[src/rtl/half_mult_result_stage.sv]
// half_mult_result_stage: registered output stage for the half-precision multiplier.
// Classifies each accepted product, buffers it with its tag in a DEPTH-entry FIFO
// and keeps sticky exception flags for software.
// Ports:
//   CLK, nRST                          clock, asynchronous active-low reset
//   in_valid/in_ready/in_product/in_tag producer handshake and product {s, e[4:0], m[9:0]}
//   out_valid/out_ready/out_result/out_tag/out_class  head entry, class one-hot {nan,inf,zero,sub,norm}
//   flush                              synchronous discard of all entries (wins over push/pop)
//   flags_clr                          synchronous clear of sticky_flags
//   sticky_flags                       {nan,inf,zero,sub} accumulated over accepted products
//   count                              occupied entries
module half_mult_result_stage #(
    parameter int DEPTH = 4,
    parameter int TAG_W = 4
) (
    input  logic                       CLK,
    input  logic                       nRST,
    input  logic                       in_valid,
    output logic                       in_ready,
    input  logic [15:0]                in_product,
    input  logic [TAG_W-1:0]           in_tag,
    output logic                       out_valid,
    input  logic                       out_ready,
    output logic [15:0]                out_result,
    output logic [TAG_W-1:0]           out_tag,
    output logic [4:0]                 out_class,
    input  logic                       flush,
    input  logic                       flags_clr,
    output logic [3:0]                 sticky_flags,
    output logic [$clog2(DEPTH):0]     count
);
    localparam int AW = $clog2(DEPTH);
    localparam int CW = AW + 1;

    logic [AW-1:0]    wr_ptr_q, wr_ptr_d, rd_ptr_q, rd_ptr_d;
    logic [CW-1:0]    count_q, count_d;
    logic [3:0]       sticky_q, sticky_d;
    logic [15:0]      res_q [DEPTH];
    logic [TAG_W-1:0] tag_q [DEPTH];
    logic [4:0]       cls_q [DEPTH];
    logic [4:0]       in_class;
    logic             push, pop, e_ones, e_zero, m_zero;

    assign e_ones = &in_product[14:10];
    assign e_zero = ~|in_product[14:10];
    assign m_zero = ~|in_product[9:0];
    assign in_class = {e_ones & ~m_zero, e_ones & m_zero, e_zero & m_zero,
                       e_zero & ~m_zero, ~e_ones & ~e_zero};

    assign in_ready  = count_q != CW'(DEPTH);
    assign out_valid = count_q != '0;
    // flush suppresses both handshakes so a product offered during flush is dropped
    assign push = in_valid & in_ready & ~flush;
    assign pop  = out_valid & out_ready & ~flush;

    always_comb begin
        wr_ptr_d = flush ? '0 : wr_ptr_q + AW'(push);
        rd_ptr_d = flush ? '0 : rd_ptr_q + AW'(pop);
        count_d  = flush ? '0 : count_q + CW'(push) - CW'(pop);
        sticky_d = flush ? sticky_q
                 : (flags_clr ? 4'b0 : sticky_q) | (push ? in_class[4:1] : 4'b0);
    end

    always_ff @(posedge CLK or negedge nRST) begin
        if (!nRST) begin
            wr_ptr_q <= '0;
            rd_ptr_q <= '0;
            count_q  <= '0;
            sticky_q <= '0;
            for (int i = 0; i < DEPTH; i++) begin
                res_q[i] <= '0;
                tag_q[i] <= '0;
                cls_q[i] <= '0;
            end
        end else begin
            wr_ptr_q <= wr_ptr_d;
            rd_ptr_q <= rd_ptr_d;
            count_q  <= count_d;
            sticky_q <= sticky_d;
            if (push) begin
                res_q[wr_ptr_q] <= in_product;
                tag_q[wr_ptr_q] <= in_tag;
                cls_q[wr_ptr_q] <= in_class;
            end
        end
    end

    assign out_result   = res_q[rd_ptr_q];
    assign out_tag      = tag_q[rd_ptr_q];
    assign out_class    = cls_q[rd_ptr_q];
    assign sticky_flags = sticky_q;
    assign count        = count_q;
endmodule

[config.mk]
export PLATFORM = sky130hd
export DESIGN_NAME = half_mult_result_stage
export DESIGN_NICKNAME = d
export VERILOG_FILES = /design/src/rtl/half_mult_result_stage.sv
export SDC_FILE = /design/constraint.sdc
export NUM_CORES = 1
export LEC_CHECK = 0
export CORE_ASPECT_RATIO = 1.2
export CORE_UTILIZATION = 45
export CTS_CLUSTER_SIZE = 8
export DETAILED_ROUTE_END_ITERATION = 12
export MAX_ROUTING_LAYER = met4
export PLACE_DENSITY = 0.66
export SETUP_SLACK_MARGIN = 0.1
export SLEW_MARGIN = 5
export SYNTH_ARGS = -nofsm -noshare
export SYNTH_HDL_FRONTEND = slang
export SYNTH_SLANG_ARGS = --single-unit
[constraint.sdc]
create_clock -name CLK -period 5.8 [get_ports CLK]
set_clock_uncertainty 0.2 [all_clocks]
set_input_delay 1.16 -clock CLK [delete_from_list [all_inputs] [get_ports CLK]]
set_output_delay 1.16 -clock CLK [all_outputs]
set_load 0.03 [all_outputs]
==> results of run 1 <==
[per-stage QoR]
step	cell area, µm²	hold WS (ns)	setup slack, ns	total power [µW]	std cells
3_5_place_dp	5762	0.2755	1.747	2004	506
2_1_floorplan	5080	0.2554	2.528	1696	332
4_1_cts	6065	0.2901	1.781	2629	522
6_report	6065	0.2883	1.856	2600	522
3_3_place_gp	5762	0.2679	1.858	1976	506
5_1_grt	6065	0.3073	1.704	2733	522
[worst paths after layout]
check / start / to / depth (start not counted)
min in group asynchronous: nRST / res_q[38]$_DFFE_PN0P_ / 1
min: res_q[23]$_DFFE_PN0P_ / res_q[23]$_DFFE_PN0P_ / 1
max reg2reg: count[2]$_DFF_PN0_ / count[2]$_DFF_PN0_ / 11
max in group asynchronous: nRST / rd_ptr_q[0]$_DFF_PN0_ / 2
max: rd_ptr_q[0]$_DFF_PN0_ / out_class[4] / 2
min reg2reg: res_q[23]$_DFFE_PN0P_ / res_q[23]$_DFFE_PN0P_ / 1
[area by class of cell]
class	instances	area (µm²)	area share
Clock buffer	14	264.0	0.04353
Sequential cell	111	2779	0.4582
Multi-Input combinational cell	193	2162	0.3565
Clock inverter	2	38.79	0.006396
Inverter	4	15.01	0.002476
Timing Repair Buffer	66	640.6	0.1056
Tap cell	132	165.2	0.02723
[per-layer routing]
metal	track usage	up-vias
met5	-	-
met4	0.06623	0
met3	0.02957	12
met2	0.3191	63
met1	0.2698	1563
li1	-	1350
[state kept, by name (all words and copies together), names as in the netlist]
signal / flops
wr_ptr_q: 2
res_q: 64
sticky_flags: 4
tag_q: 16
cls_q: 20
rd_ptr_q: 2
count: 3
[power breakdown]
group	total, µW	switching [µW]	internal (µW)	leakage, µW
sequential	1120	138	980	0.00145
clock	618	258	360	0.000147
combinational	864	392	472	0.00108
total	2600	788	1810	0.00267
[synth_stat cells (2+ instances only)]
library cell	n
dfrtp_1	111
mux2_2	36
mux2_1	29
mux4_2	25
o21ai_0	17
mux2_4	15
o31ai_1	15
clkbuf_1	12
nor2_1	10
buf_2	7
o31ai_2	5
a32o_1	4
ha_1	4
inv_1	4
or2_1	4
buf_6	3
nor2b_1	3
o21ai_1	3
xnor2_1	3
and3_1	2
nand4bb_1	2
[placed cells by master, fill, tap and decap left out, types with 2 or more instances in the layout]
| cell type | Yosys | final |
|---|---|---|
| a32o_1 | 4 | 4 |
| clkbuf_1 | 12 | 3 |
| buf_4 | 1 | 8 |
| mux2_4 | 15 | 15 |
| inv_1 | 4 | 4 |
| nor2b_1 | 3 | 3 |
| o31ai_2 | 5 | 5 |
| or2_1 | 4 | 4 |
| o31ai_1 | 15 | 15 |
| clkbuf_16 | 0 | 9 |
| mux2_1 | 29 | 29 |
| xnor2_1 | 3 | 3 |
| nor2_1 | 10 | 10 |
| ha_1 | 4 | 4 |
| nand4bb_1 | 2 | 2 |
| o21ai_1 | 3 | 3 |
| mux4_2 | 25 | 25 |
| and3_1 | 2 | 2 |
| dfrtp_1 | 111 | 110 |
| o21ai_0 | 17 | 17 |
| clkbuf_8 | 0 | 2 |
| mux2_2 | 36 | 36 |
| clkdlybuf4s50_1 | 0 | 58 |
[kinds of logic (layout without fill, tap and decap cells)]
group / count (synthesis) / count (layout)
xor gates and xnor gates: 4 / 4
AOI/OAI and AO/OA: 44 / 44
buffers and inverters: 28 / 86
muxes: 105 / 105
DFF: 111 / 111
adders and majority gates: 5 / 5
and+or+nand+nor: 35 / 35
[critical path: cells and delay by family (launching register included)]
family                 cells  cell delay, ns
buffers and inverters      1            0.61
flip-flops                 1            1.00
multiplexers               1            0.63
==> results.md, run 1 <==
* Status: finished clean
* Ys async rst share at 1.000
* Slew headroom at 0.3571
* Port bufs at 59
* Share of the synthesized area in the top cell type at 0.5468
* Critical-path cell list: mux4_2 -> clkdlybuf4s50_1
* DR pass1 iterations at 4
* Vias in the first global route at ~3200
* # diodes at 0
* R2R Setup Slk at 2.85 ns
* Clk_lat worst skew at about 0.33 ns
* Number of synthesized flops with an enable pin at 0
* Dpl hpwl at 6.791 mm
* CTS tree: built
* Netlist cell types at 39
* Post-Synth Adder-Cell Area at 0.01379
* Area delta synth->final at 19.38%
* Hold Fails Final Rpt at 0
* Nets at around 420
* Number of CTS-inserted buffers at 9
* F_max at between 200 and 300 MHz
* Initial Utilization at 0.4603
* Compound-Gate Fraction of Synth Area at 0.06207
* Die ar. at ~12000 µm²
* Wire length on met2 at 5.295 mm
* WL per Instance at 20.00 µm
* Met1 Wirelength at approximately 4.7 mm
* Crit-path slowest cell: dfrtp_2
* Critical path fanouts, max at 26
* Peak VDD IR at 0.1952 mV
* Crit Path Class: flip-flop to primary output
* RSZ-0062 raised after global routing: false
* Worst setup SP type: flip-flop
* H-Tree Depth at 3
* Syn_area_per_cell at 15.30 µm²
* Ranking of synthesized cells by area: dfrtp_1, mux4_2, mux2_2
* Starting DRT DRC Count at 138
* Mapped Area at 5080 µm²
* # IOs at 60
* Post-Synth XOR/XNOR Area at 0.006897
* Syn Nets at 363
* Num rows at 42
* Die Wd at 98.99 µm
* Largest area contributor in the netlist: dfrtp_1
* Antenna-violating nets left at 0
* Crit share post-route at 0.6800
* Post-CTS sizing at 0
* Final worst path period need at 3.944 ns
* Hold_buf cts at 0
* PD cells at 428.7 nW/µm²
* Largest net degree at the start of global routing at 78
* Cells after Synth at roughly 330
* Tot GR Track Use at 0.2018
* Initial antenna violation count at 0
* Post-synthesis mux area share at 0.2993
* CTS root buf: clkbuf_16
* Final core utilization at 0.5495
* Core box area at 11040 µm²
* Ys flop type: dfrtp_1
* Clk pin slew, worst setup/hold paths at 0.07 ns
* Hold Path Class: flip-flop to flip-flop
* Drt total wl at 10.44 mm
* Grt total ovfl at 0
* Static leakage at 0.002673 µW
* Routability Congestion at ~0.74
* Seq/Total Area, Yosys at 0.5468
* Die height at about 120 µm
* Data required, critical path at 4.44 ns
* Highest metal used: met4
* Share of cells above drive strength 1 at 0.2692
* Met3 WL at ~300 µm
* Vias per inst at 5.724
* Slew Viols, Final at 0
* CTS sink count at 111
* Max-Cap Viols at 0
* Number of fill cells at roughly 900
* Final setup viols at 0
* Worst-case clock buffer depth at 2
* Vias at 2988
* CP endpoint kind: primary output
* Yosys Warn Count at 0
* Setup TNS at 0 ns
* First-pass GRT wire length at about 17 mm
* Critical path arrival at 2.58 ns
* Number of synthesized register bits at 111
* Simple-gate share of the synthesized area at 0.04360
* Setup Buffers After CTS at 0
* Largest family of logic cells by synthesized area: multiplexers
* CP peak stage delay at 1.00 ns
* Residual DRC at 0
* Worst-Margin Slew at around 0.96 ns
No activity file was read; power rests on OpenSTA's default activity.
==> run 2, diff against run 1 <==
- PLACE_DENSITY: 0.66 -> 0.69
- clock period: 5.8 -> 3.6 ns (I/O delays scaled with it)
==> results.md, run 2 (synthesis results as in run 1) <==
* # IOs at 60 (unchanged)
* CTS root buf: clkbuf_16
* Crit share post-route at 0.8720
* Slew headroom at 0.5515 (+0.1945)
* Max FFs per register at 64 (unchanged)
* CTS sink count at 111 (unchanged)
* Nets at 421 (+1.2%)
* Hold Path Class: input pin to asynchronous set/reset pin
* Max-Cap Viols at 0 (unchanged)
* Routability Congestion at 0.7361 (about the same)
* Hold Fails Final Rpt at 0 (unchanged)
* Slew Viols, Final at 0 (unchanged)
* Die height at 118.4 µm (unchanged)
* Final core utilization at 0.5544 (+0.004876)
* Clk pin slew, worst setup/hold paths at 0.07 ns (about the same)
* R2R Setup Slk at 1.08 ns (-1.77 ns)
* DR pass1 iterations at 8 (+4)
* Antenna-violating nets left at 0 (unchanged)
* First-pass GRT wire length at 17.53 mm (+0.40%)
* Static leakage at 0.002705 µW (+1.2%)
* Final worst path period need at 3.139 ns
* RSZ-0062 raised after global routing: false
* Crit Path Class: flip-flop to primary output
* Die ar. at 11720 µm² (unchanged)
* Data required, critical path at 2.68 ns (-1.76 ns)
* Worst setup SP type: flip-flop
* Area delta synth->final at 20.44%
* Drt total wl at 10.41 mm (-0.32%)
* Grt total ovfl at 0 (unchanged)
* Vias per inst at 5.732 (+0.14%)
* H-Tree Depth at 3 (unchanged)
* Vias in the first global route at 3276 (+3.5%)
* Commonest non-fill, non-tap cells in the layout: dfrtp_1, clkdlybuf4s50_1, mux2_2
* Post-CTS sizing at 0 (unchanged)
* Largest net degree at the start of global routing at 72 (-7.7%)
* Critical path fanouts, max at 7 (-73%)
* Core box area at 11040 µm² (unchanged)
* Tot GR Track Use at 0.2026 (+0.0007967)
* Vias at 3015 (+0.90%)
* Worst-case clock buffer depth at 2 (unchanged)
* Clk_lat worst skew at 0.34 ns (about the same)
* Share of cells above drive strength 1 at 0.2766 (+0.007419)
* Worst Reg-to-Reg Cells at 5 (-6)
* Setup Buffers After CTS at 0 (unchanged)
* CP endpoint kind: primary output
* Critical path arrival at 2.22 ns (-0.36 ns)
* Die Wd at 98.99 µm (unchanged)
* Hold_buf cts at 0 (unchanged)
* # diodes at 0 (unchanged)
* Top reg by flops: res_q
* Number of CTS-inserted buffers at 9 (unchanged)
* Port bufs at 59 (unchanged)
* Hold slack at 0.1666 ns (-0.1217 ns)
* Residual DRC at 1 (+1)
* Num rows at 42 (unchanged)
* Worst-Margin Slew at 0.6727 ns (-0.2917 ns)
* Largest regs: res_q: 64 flops, cls_q: 20 flops, tag_q: 16 flops
* Violated checks: design-rule violations
* Initial Utilization at 0.4603 (unchanged)
* CTS tree: built
* Commonest non-fill, non-tap cell in the layout: dfrtp_1
* WL per Instance at 19.79 µm (-1.1%)
* Peak VDD IR at 0.2930 mV (+50%)
* Initial antenna violation count at 0 (unchanged)
* Dpl hpwl at 7.175 mm (+5.7%)
* Final setup viols at 0 (unchanged)
* Status: finished with violations
* Starting DRT DRC Count at 186 (+35%)
* F_max at 318.6 MHz
* Setup TNS at 0 ns (unchanged)
* PD cells at 676.6 nW/µm² (+58%)
run 2: report_power, final:
group	leakage, µW	switching, µW	total, µW	internal, µW
logic	0.00113	667	1450	783
registers	0.00145	195	1780	1580
clock network	0.000133	410	913	503
total	0.00270	1270	4140	2870
run 2: critical path, cell delays in order, from the launching register on:
cell             delay, ns
dfrtp_2               0.50
buf_4                 0.24
mux4_2                0.53
clkdlybuf4s50_1       0.61
run 2: path summary, 6_finish.rpt:
check | startpoint | to
max in group asynchronous | nRST | tag_q[0]$_DFFE_PN0P_
worst min register to register | res_q[46]$_DFFE_PN0P_ | res_q[46]$_DFFE_PN0P_
worst min-delay path | nRST | res_q[7]$_DFFE_PN0P_
worst max register to register | count[1]$_DFF_PN0_ | res_q[52]$_DFFE_PN0P_
worst max-delay path | rd_ptr_q[0]$_DFF_PN0_ | out_tag[1]
min in group CLK | res_q[46]$_DFFE_PN0P_ | res_q[46]$_DFFE_PN0P_
run 2: final cells by class:
class,count,area (µm²)
flip-flops and latches,111,2779
fillers,937,4917
inverters,4,15.01
clock inverters,1,5.005
multi-input cells,193,2162
clock buffers,14,264.0
repair buffers,71,728.2
well taps,132,165.2
run 2: metrics by stage:
stage / instance area [µm²] / power, µW / std cells / worst slack [ns]
after CTS: 6118 / 4195 / 526 / 0.4092
after floorplan: 5080 / 2732 / 332 / 0.7677
final: 6118 / 4140 / 526 / 0.4609
after global placement: 5849 / 3215 / 511 / 0.4710
after global routing: 6118 / 4358 / 526 / 0.3567
after detailed placement: 5849 / 3265 / 511 / 0.4391
run 2: layer usage:
metal  global-route usage  up-vias  share of wire
met5                    -        -              0
met4              0.08209        0          0.015
met3              0.02602       14          0.033
met2               0.3173       63           0.51
met1               0.2694     1572           0.44
li1                     -     1366              -
